--- config.mk ---
export PLATFORM = sky130hd
export DESIGN_NAME = pfiform_pop_reader
export DESIGN_NICKNAME = d
export VERILOG_FILES = /design/src/rtl/pfiform_pkg.sv /design/src/rtl/pfiform_pop_amt.sv /design/src/rtl/pfiform_pop_reader.sv
export SDC_FILE = /design/constraint.sdc
export NUM_CORES = 1
export LEC_CHECK = 0
export ABC_AREA = 1
export BUFFER_PORTS_ARGS = -buffer_cell sky130_fd_sc_hd__buf_2
export CAP_MARGIN = 20
export CELL_PAD_IN_SITES_DETAIL_PLACEMENT = 1
export CELL_PAD_IN_SITES_GLOBAL_PLACEMENT = 1
export CORE_ASPECT_RATIO = 1.25
export CORE_UTILIZATION = 30
export DETAILED_ROUTE_END_ITERATION = 16
export PLACE_DENSITY_LB_ADDON = 0.12
export SLEW_MARGIN = 30
export SYNTH_ARGS = -nofsm -noshare
export SYNTH_HDL_FRONTEND = slang
export SYNTH_HIERARCHICAL = 1
export SYNTH_SLANG_ARGS = --single-unit
--- constraint.sdc ---
create_clock -name i_core_clk -period 3.7 [get_ports i_core_clk]
set_input_delay 0.37 -clock i_core_clk [delete_from_list [all_inputs] [get_ports i_core_clk]]
set_output_delay 0.37 -clock i_core_clk [all_outputs]
set_load 0.01 [all_outputs]
--- src/rtl/pfiform_pkg.sv ---
// pfiform_pkg: shared widths and the pop-reader state encoding for the
// PFIFORM repacking FIFO side blocks.
package pfiform_pkg;

    localparam int ELEM_W = 6;                // bits per element
    localparam int ELEM_N = 32;               // elements per FIFO word
    localparam int AMT_W  = 5;                // chunk size minus one
    localparam int DATA_W = ELEM_W * ELEM_N;  // FIFO word width

    // Pop-reader sequencer states
    typedef enum logic [1:0] {
        IDLE = 2'd0,
        REQ  = 2'd1,
        WAIT = 2'd2,
        HOLD = 2'd3
    } reader_state_e;

endpackage

--- src/rtl/pfiform_pop_amt.sv ---
// pfiform_pop_amt: size of the next FIFO request, coded minus one.
// amt = min(remaining, chunk_max + 1) - 1, evaluated one bit wider than the
// length so chunk_max + 1 = 32 never wraps. Shared with the write-side
// sequencer.
module pfiform_pop_amt
    import pfiform_pkg::*;
#(
    parameter int LEN_W = 16
) (
    input  logic [LEN_W-1:0] remaining,
    input  logic [AMT_W-1:0] chunk_max,
    output logic [AMT_W-1:0] amt
);

    logic [LEN_W:0] rem_x;
    logic [LEN_W:0] lim_x;
    logic [LEN_W:0] min_x;

    // Clamp the request to what is left of the frame; result always fits AMT_W
    always_comb begin
        rem_x = {1'b0, remaining};
        lim_x = (LEN_W+1)'(chunk_max) + (LEN_W+1)'(1);
        min_x = (rem_x < lim_x) ? rem_x : lim_x;
        amt   = AMT_W'(min_x - (LEN_W+1)'(1));
    end

endmodule

--- src/rtl/pfiform_pop_reader.sv ---
// pfiform_pop_reader: drains one programmed frame of elements from the
// PFIFORM pop port in chunks of 1..32 elements and hands each popped word
// downstream through a single-entry output buffer.
//
// Optional feature: define PFIFORM_POP_READER_TIMEOUT_EN to add a WAIT-state
// watchdog (TIMEOUT_CYC cycles) that aborts the frame and pulses err_timeout.
//
// Downstream handshake: o_valid/o_data/o_cnt/o_last are held stable while
// o_valid is high; a word transfers on any rising clock edge where
// o_valid && i_ready, and o_valid never depends combinationally on i_ready.
//
// FIFO side: PopPermit is a one-cycle request with PopAmout valid alongside;
// exactly one PopEnable beat answers it some cycles later. Only one request
// is ever outstanding and PopEnable outside WAIT is ignored.
module pfiform_pop_reader #(
    parameter int ELEM_W = 6,
    parameter int ELEM_N = 32,
    parameter int LEN_W  = 16
`ifdef PFIFORM_POP_READER_TIMEOUT_EN
    ,
    parameter int TIMEOUT_CYC = 256
`endif
) (
    input  logic                          i_core_clk,
    input  logic                          i_rx_rstn,
    input  logic                          frame_start,
    input  logic [LEN_W-1:0]              frame_len,
    input  logic [pfiform_pkg::AMT_W-1:0] chunk_max,
    output logic                          busy,
    output logic                          frame_done,
    output logic                          PopPermit,
    output logic [pfiform_pkg::AMT_W-1:0] PopAmout,
    input  logic                          PopEnable,
    input  logic [ELEM_W*ELEM_N-1:0]      PopData,
    output logic                          o_valid,
    input  logic                          i_ready,
    output logic [ELEM_W*ELEM_N-1:0]      o_data,
    output logic [pfiform_pkg::AMT_W-1:0] o_cnt,
    output logic                          o_last,
    output pfiform_pkg::reader_state_e    dbg_state
`ifdef PFIFORM_POP_READER_TIMEOUT_EN
    ,
    output logic                          err_timeout
`endif
);

    import pfiform_pkg::AMT_W;
    import pfiform_pkg::reader_state_e;
    import pfiform_pkg::IDLE;
    import pfiform_pkg::REQ;
    import pfiform_pkg::WAIT;
    import pfiform_pkg::HOLD;

`ifdef PFIFORM_POP_READER_TIMEOUT_EN
    localparam int WD_W = $clog2(TIMEOUT_CYC + 1);
    logic [WD_W-1:0]  wd_cnt_q;
`endif

    reader_state_e    state_q;
    logic [LEN_W-1:0] remaining_q;
    logic [AMT_W-1:0] chunk_max_q;

    logic [LEN_W-1:0] amt_rem;
    logic [AMT_W-1:0] amt_cmax;
    logic [AMT_W-1:0] amt_next;
    logic [LEN_W-1:0] chunk_len;

    assign dbg_state = state_q;

    // Elements covered by the request currently in flight
    assign chunk_len = LEN_W'(PopAmout) + LEN_W'(1);

    // Request sizing uses the live inputs when a frame starts, latched values after
    always_comb begin
        amt_rem  = remaining_q;
        amt_cmax = chunk_max_q;
        if (state_q == IDLE) begin
            amt_rem  = frame_len;
            amt_cmax = chunk_max;
        end
    end

    pfiform_pop_amt #(
        .LEN_W     (LEN_W)
    ) u_amt (
        .remaining (amt_rem),
        .chunk_max (amt_cmax),
        .amt       (amt_next)
    );

    // Frame sequencer: request, wait for the beat, hold it until accepted
    always_ff @(posedge i_core_clk or negedge i_rx_rstn) begin
        if (!i_rx_rstn) begin
            state_q     <= IDLE;
            remaining_q <= '0;
            chunk_max_q <= '0;
            busy        <= 1'b0;
            frame_done  <= 1'b0;
            PopPermit   <= 1'b0;
            PopAmout    <= '0;
            o_valid     <= 1'b0;
            o_data      <= '0;
            o_cnt       <= '0;
            o_last      <= 1'b0;
`ifdef PFIFORM_POP_READER_TIMEOUT_EN
            wd_cnt_q    <= '0;
            err_timeout <= 1'b0;
`endif
        end else begin
            // pulse outputs default low every cycle
            PopPermit  <= 1'b0;
            frame_done <= 1'b0;
`ifdef PFIFORM_POP_READER_TIMEOUT_EN
            err_timeout <= 1'b0;
`endif
            case (state_q)
                IDLE: begin
                    if (frame_start) begin
                        if (frame_len != '0) begin
                            remaining_q <= frame_len;
                            chunk_max_q <= chunk_max;
                            busy        <= 1'b1;
                            PopPermit   <= 1'b1;
                            PopAmout    <= amt_next;
                            state_q     <= REQ;
                        end else begin
                            // empty frame completes immediately
                            frame_done <= 1'b1;
                        end
                    end
                end

                REQ: begin
                    // PopPermit is high for exactly this one cycle
                    state_q <= WAIT;
`ifdef PFIFORM_POP_READER_TIMEOUT_EN
                    wd_cnt_q <= '0;
`endif
                end

                WAIT: begin
                    if (PopEnable) begin
                        o_data      <= PopData;
                        o_cnt       <= PopAmout;
                        remaining_q <= remaining_q - chunk_len;
                        o_last      <= (remaining_q == chunk_len);
                        o_valid     <= 1'b1;
                        state_q     <= HOLD;
                    end
`ifdef PFIFORM_POP_READER_TIMEOUT_EN
                    else if (wd_cnt_q == WD_W'(TIMEOUT_CYC - 1)) begin
                        // FIFO never answered: abandon the frame
                        err_timeout <= 1'b1;
                        frame_done  <= 1'b1;
                        busy        <= 1'b0;
                        state_q     <= IDLE;
                    end else begin
                        wd_cnt_q <= wd_cnt_q + WD_W'(1);
                    end
`endif
                end

                HOLD: begin
                    // o_valid is always high here; wait for the consumer
                    if (i_ready) begin
                        o_valid <= 1'b0;
                        o_last  <= 1'b0;
                        if (o_last) begin
                            frame_done <= 1'b1;
                            busy       <= 1'b0;
                            state_q    <= IDLE;
                        end else begin
                            PopPermit <= 1'b1;
                            PopAmout  <= amt_next;
                            state_q   <= REQ;
                        end
                    end
                end

                default: state_q <= IDLE;
            endcase
        end
    end

endmodule

==> results of run 1 <==
==> Yosys cell counts <==
cell / n / area share, %
fa_1: 1 / 0.19
nor2_2: 1 / 0.061
and3_1: 1 / 0.061
o21ai_0: 42 / 2.0
dfrtp_1: 230 / 56
nand2_2: 7 / 0.42
or2_1: 1 / 0.061
nor2_4: 1 / 0.11
or2_2: 2 / 0.12
o21ai_2: 3 / 0.25
buf_2: 33 / 1.6
nor3_1: 1 / 0.048
nand3_1: 34 / 1.6
clkinv_1: 1 / 0.036
buf_6: 2 / 0.22
nor4_1: 1 / 0.061
buf_4: 1 / 0.073
nor3_2: 1 / 0.097
a21oi_1: 10 / 0.49
nor2_1: 52 / 1.9
nand2_4: 2 / 0.22
a211oi_1: 1 / 0.073
nand4_1: 5 / 0.30
nand3_2: 4 / 0.39
o21ai_1: 6 / 0.29
xnor2_1: 3 / 0.25
xor2_1: 5 / 0.42
a21boi_2: 1 / 0.11
nand3b_1: 6 / 0.44
ha_1: 17 / 2.1
inv_1: 58 / 2.1
inv_2: 4 / 0.15
clkbuf_1: 18 / 0.65
nand2_1: 745 / 27
a21oi_4: 1 / 0.16
==> final cells by class <==
type / count / share of cell area (%)
tap: 423 / 3.64
clock buffer: 35 / 5.13
clock inverter: 14 / 1.40
timing repair buffer: 504 / 20.3
timing repair inverter: 1 / 0.0345
sequential: 230 / 39.6
multi-input combinational: 954 / 28.2
inverter: 63 / 1.69
antenna: 2 / 0.0345
==> per-stage QoR <==
step | instances | utilization, % | hold WS [ps] | area [sq um] | power, uW
2_1_floorplan | 1301 | - | 74.4 | 10300 | 8070
3_3_place_gp | 2107 | 38.2 | 456 | 12900 | 10400
3_5_place_dp | 2107 | 38.2 | 459 | 12900 | 10600
4_1_cts | 2220 | 42.9 | 0.0511 | 14400 | 13600
5_1_grt | 2225 | 43.1 | 4.97 | 14500 | 14600
6_report | 2226 | 43.1 | 28.2 | 14500 | 13500
==> worst max path at each step <==
stage	start	to	slack (ps)	cells after the start
finish	dbg_state[0]	PopAmout[4]	330	21
global route	dbg_state[0]	PopAmout[4]	20	20
CTS	dbg_state[0]	PopAmout[4]	60	23
detailed placement	dbg_state[0]	PopAmout[4]	80	23
global placement	dbg_state[0]	PopAmout[4]	250	23
floorplan	dbg_state[0]	PopAmout[4]	360	23
==> power by group <==
group	switching [uW]	internal, uW
registers	671	3690
logic	3990	2250
clock network	1090	1770
total	5740	7710
==> routing by layer <==
| layer | routed length [um] | vias up |
|---|---|---|
| met1 | 15400 | 4795 |
| met3 | 2770 | 64 |
| li1 | - | 4944 |
| met2 | 19400 | 299 |
| met4 | 1250 | 6 |
| met5 | 41 | - |
==> cell families (layout without fill, tap and decap cells) <==
family / Yosys count / count (layout) / synth area share [%]
flip-flops: 230 / 230 / 55.8
AO/OA/AOI/OAI: 64 / 64 / 3.41
adder cells (fa/ha/maj): 18 / 18 / 2.26
AND/OR/NAND/NOR: 864 / 864 / 33.0
other: 0 / 2 / 0
buffers and inverters: 117 / 617 / 4.84
XOR/XNOR: 8 / 8 / 0.679
==> worst register-to-register path, stage by stage (launching register included) <==
cell        delay (ps)
dfrtp_1            440
inv_1              140
ha_4               180
clkinvlp_4         140
o21ai_0            260
ha_1               230
nand3_1            120
xnor2_2            230
inv_1               60
ha_1               180
nand2_1             70
nand3_1            120
nor2_4             210
nand3b_1           130
nand2_2            110
ha_2               210
nand3_1             80
nor2_1              80
nand2_1             60
nand2_1             50
inv_1               30
o21ai_0            160
==> flip-flops by register name, indices dropped and copies added (netlist names) <==
name and flops:
frame_done 1, PopPermit 1, remaining_q 16, chunk_max_q 5, busy 1, o_cnt 5
o_last 1, dbg_state 2, o_valid 1, o_data 192, PopAmout 5
==> what timing repair did <==
item | CTS | global route
setup endpoints to repair | 0 | 4
hold buffers | 64 | 0
resized for setup | 0 | 7
hold endpoints to repair | 151 | 0
setup buffers | 0 | 2
==> metrics.txt, run 1 <==
Syn Nets=1537; power per cell area=926 mW/mm^2; core box area=0.0337 sq mm; initial antenna violation count=5; status=finished, final reports clean; WL final=38900 um; fin crit share=91.0%; FP Rows=75; Initial Util=30.6%; via count=10.1k; Arrival @ worst endpoint=3820 ps; Period minus WS final=3370 ps; cell count after synthesis=1301; Hold EP=o_data[182]; Clock Latency Late Sink=540 ps; 1st-pass router iterations=4; peak supply drop=0.000437 V; routability cong.=0.820; vias in the first global route=10.4k; Highest Clock Rate=0.297 GHz; slowest stage cell, crit path=dfrtp_1; Die Height=209 um; met3 Use GR=6.03%; worst r2r path cells=21; TNS Setup=0 ps; worst min-delay path class=in -> reg; DP HPWL=28200 um; CTS buffer count=27; GR Util met1=25.4%; post-route ant nets=0; DP Worst Slack=81.8 ps; routed vias/inst=4.54; startpoint types=flip-flop; number of fill cells=4170; Top delay family on crit path=simple AND/OR/NAND/NOR gates; synth unique cells=35; commonest non-fill, non-tap cell in the layout=nand2_1; I/O Pins=427; pin count of the biggest net entering global routing=200; commonest non-fill, non-tap cells in the layout=nand2_1, buf_2, dfrtp_1; DRT iter0 DRCs=537; drt drc=0; Reg area=0.00576 sq mm; Reg2Reg Setup Slack=330 ps; CP Class=reg -> reg; Synth Cell Area=0.0103 sq mm; fin worst setup slack=334 ps; RR Startpoint=dbg_state[0]; first-pass GRT wire length=59900 um; Slew @ Worst Pin=1030 ps; Critical Path RT=4160 ps; crit path cell chain=inv_1 -> ha_4 -> clkinvlp_4 -> o21ai_0 -> ha_1 -> nand3_1 -> xnor2_2 -> inv_1 -> ha_1 -> nand2_1 -> nand3_1 -> nor2_4 -> nand3b_1 -> nand2_2 -> ha_2 -> nand3_1 -> nor2_1 -> nand2_1 -> nand2_1 -> inv_1 -> o21ai_0; Post-Syn Area per Cell=7.93 sq um; Min-Delay Startpoint=PopData[182]; sequential area share after synthesis=55.8%; busiest grt layer=met2; Clock Tree Buf Depth=3; CTS root buffer=clkbuf_16; H-tree levels=1; Leak=0.00830 uW; final slew viol count=0; Sink Count=230; clk slew on worst S/H paths=60 ps; met2 Resource Use GR=38.7%; Final nets=2017; critical path's largest stage delay=440 ps; Relative slew margins=31.1%; FF+latch count, synth=230; grt total ovfl=0; WP buf/inv=4; Area Growth Syn to Fin=40.8%; die width=168 um; Max-Cap Viols=0; share of cells above drive strength 1=28.8%; wire length per cell=17.5 um; r2r endpoint=PopAmout[4]; CP max FO=6; RSZ-0062 raised after global routing=false; area occupied by multi-input gates=0.00409 sq mm; TritonCTS clock tree=yes; CP endpoint kind=flip-flop; port bufs=426; hold path depth=3; warnings from Yosys=6; die area=0.0351 sq mm; Final setup viols=0; gr usage total=21.9%; Layout Skew=16.3 ps; Hold Violations, Final=0
(Power assumes the default switching activity.)
==> run 2: changes to the inputs <==
CORE_ASPECT_RATIO = unset   (was 1.25)
PLACE_DENSITY_LB_ADDON = 0.1   (was 0.12)
==> run 2 against run 1 <==
Critical path type unchanged. Count of clock-buffer cells in the layout increased by 6. Flip-flop and latch count unchanged. Largest cell class unchanged. Highest routed layer unchanged. Largest power group unchanged. Non-clock buffer count decreased by 10. Clock power about the same. Fmax decreased by 2.6%. Die area about the same. First-iteration DRC count decreased by 14%. Clock skew decreased by 6.3 ps.
==> metrics.txt, run 2 (synthesis results as in run 1) <==
post-route ant nets=0; worst min-delay path class=in -> reg; Final nets=2006; Relative slew margins=23.1%; combinational group share of total power=46.1%; Top reg by flops=o_data; DP HPWL=27600 um; crit path cell chain=inv_1 -> ha_1 -> clkinvlp_4 -> o21ai_0 -> buf_4 -> ha_1 -> nand3_1 -> xnor2_1 -> inv_1 -> ha_1 -> nand2_1 -> nand3_1 -> nor2_4 -> nand2_4 -> nand2_1 -> nand2_2 -> ha_1 -> nand3_1 -> nand2_1 -> nand2_1 -> inv_1 -> o21ai_0; Clock Latency Late Sink=550 ps; top layer used by detailed routing=met5; WL met2=18400 um; Largest regs=o_data (192), remaining_q (16); WL final=38000 um; Critical Path RT=4160 ps; switching part of the total=42.7%; DRT iter0 DRCs=463; final slew viol count=0; Max-Cap Viols=0; Final setup viols=0; Pint=7680 uW; Final Non-Filler Cells=2246; CTS root buffer=clkbuf_16; fin crit share=93.5%; Leak=0.00825 uW; Arrival @ worst endpoint=3920 ps; status=finished, final reports clean; Layout Skew=9.97 ps; first-pass GRT wire length=58800 um; routability cong.=0.849; commonest non-fill, non-tap cell in the layout=nand2_1; Clock Tree Buf Depth=3; CP endpoint kind=flip-flop; met3 WL post-DR=2150 um; switching power=5720 uW; gr usage total=21.1%; Initial Util=30.6%; TritonCTS clock tree=yes; Slew @ Worst Pin=1150 ps; slowest stage cell, crit path=dfrtp_1; dpl cells=2131; via count=10.0k; Reg power frac=32.5%; Die Height=187 um; share of cells above drive strength 1=28.7%; Hold Violations, Final=0; WP buf/inv=5; power per cell area=928 mW/mm^2; die area=0.0351 sq mm; routed metal-1 wire length=16300 um; hold slack final=22.9 ps; Util after Layout=42.8%; grt total ovfl=0; Top delay family on crit path=simple AND/OR/NAND/NOR gates; pin count of the biggest net entering global routing=200; vias in the first global route=10.2k; startpoint types=flip-flop; TNS Setup=0 ps; CTS buffer count=27; clk slew on worst S/H paths=60 ps; routed vias/inst=4.47; Highest Clock Rate=0.289 GHz; I/O Pins=427; die width=187 um; FP Rows=67; Period minus WS final=3460 ps; critical path's largest stage delay=420 ps; commonest non-fill, non-tap cells in the layout=nand2_1, buf_2, dfrtp_1; CP Class=reg -> reg; CP max FO=8; H-tree levels=1; core box area=0.0337 sq mm; Sink Count=230; initial antenna violation count=8; Area Growth Syn to Fin=39.9%; max reg flops=192; port bufs=426; Clock power frac=21.3%; drt drc=0; wire length per cell=16.9 um; peak supply drop=0.000418 V; 1st-pass router iterations=4
-- run 2: changes by cell type in the layout (fill, tap and decap cells not counted), sizes merged --
cell,previous run,this run
buf,440,441
bufinv,5,4
clkbuf,35,41
clkinv,7,3
clkinvlp,4,2
diode,2,8
dlygate4sd3,64,53
-- run 2: layer usage --
layer,global-route usage (%),vias to the layer above
met5,0,-
met4,6.41,4
met3,4.47,59
li1,-,4930
met1,26.7,4759
met2,36.2,278
-- run 2: what timing repair did --
action	in CTS	in global routing
setup buffers	0	5
hold buffers	53	0
hold endpoints to repair	136	0
setup endpoints to repair	0	3
gates resized for setup	0	4
-- run 2: worst min-delay path, delay by kind of cell --
family / cells / cell delay (ps)
simple gates: 2 / 90
buf+inv: 1 / 70
-- run 2: power by group through the flow --
stage                     Combinational, uW  Sequential (uW)  Clock (uW)
after floorplan                        3210             4860           0
after global placement                 6070             4340           0
after detailed placement               6180             4390           0
after CTS                              6260             4370        2950
after global routing                   6930             4510        3040
final                                  6180             4360        2860
-- run 2: stage by stage --
stage                     total power [uW]  worst slack [ps]  area [sq um]
after global routing                 14500             -2.63         14400
after global placement               10400               295         12900
final                                13400               242         14400
after floorplan                       8070               359         10300
after CTS                            13600               124         14400
after detailed placement             10600               135         12900
-- run 2: path summary, 6_finish.rpt --
check / start / to / slack, ps / cells past startpoint
min reg2reg: o_data[24] / o_data[24] / 470 / 2
max in group asynchronous: i_rx_rstn / o_data[135] / 2290 / 3
max reg2reg: dbg_state[1] / PopAmout[4] / 240 / 22
min in group asynchronous: i_rx_rstn / o_data[107] / 400 / 2
max: dbg_state[1] / PopAmout[4] / 240 / 22
min: PopData[72] / o_data[72] / 20 / 3
-- run 2: area by class of cell --
| class | count | area, sq um |
|---|---|---|
| clock buffer | 41 | 798 |
| tap | 448 | 561 |
| fill | 4232 | 19300 |
| sequential | 230 | 5760 |
| multi-input combinational | 954 | 4080 |
| clock inverter | 8 | 158 |
| antenna | 8 | 20.0 |
| inverter | 63 | 245 |
| timing repair buffer | 494 | 2820 |
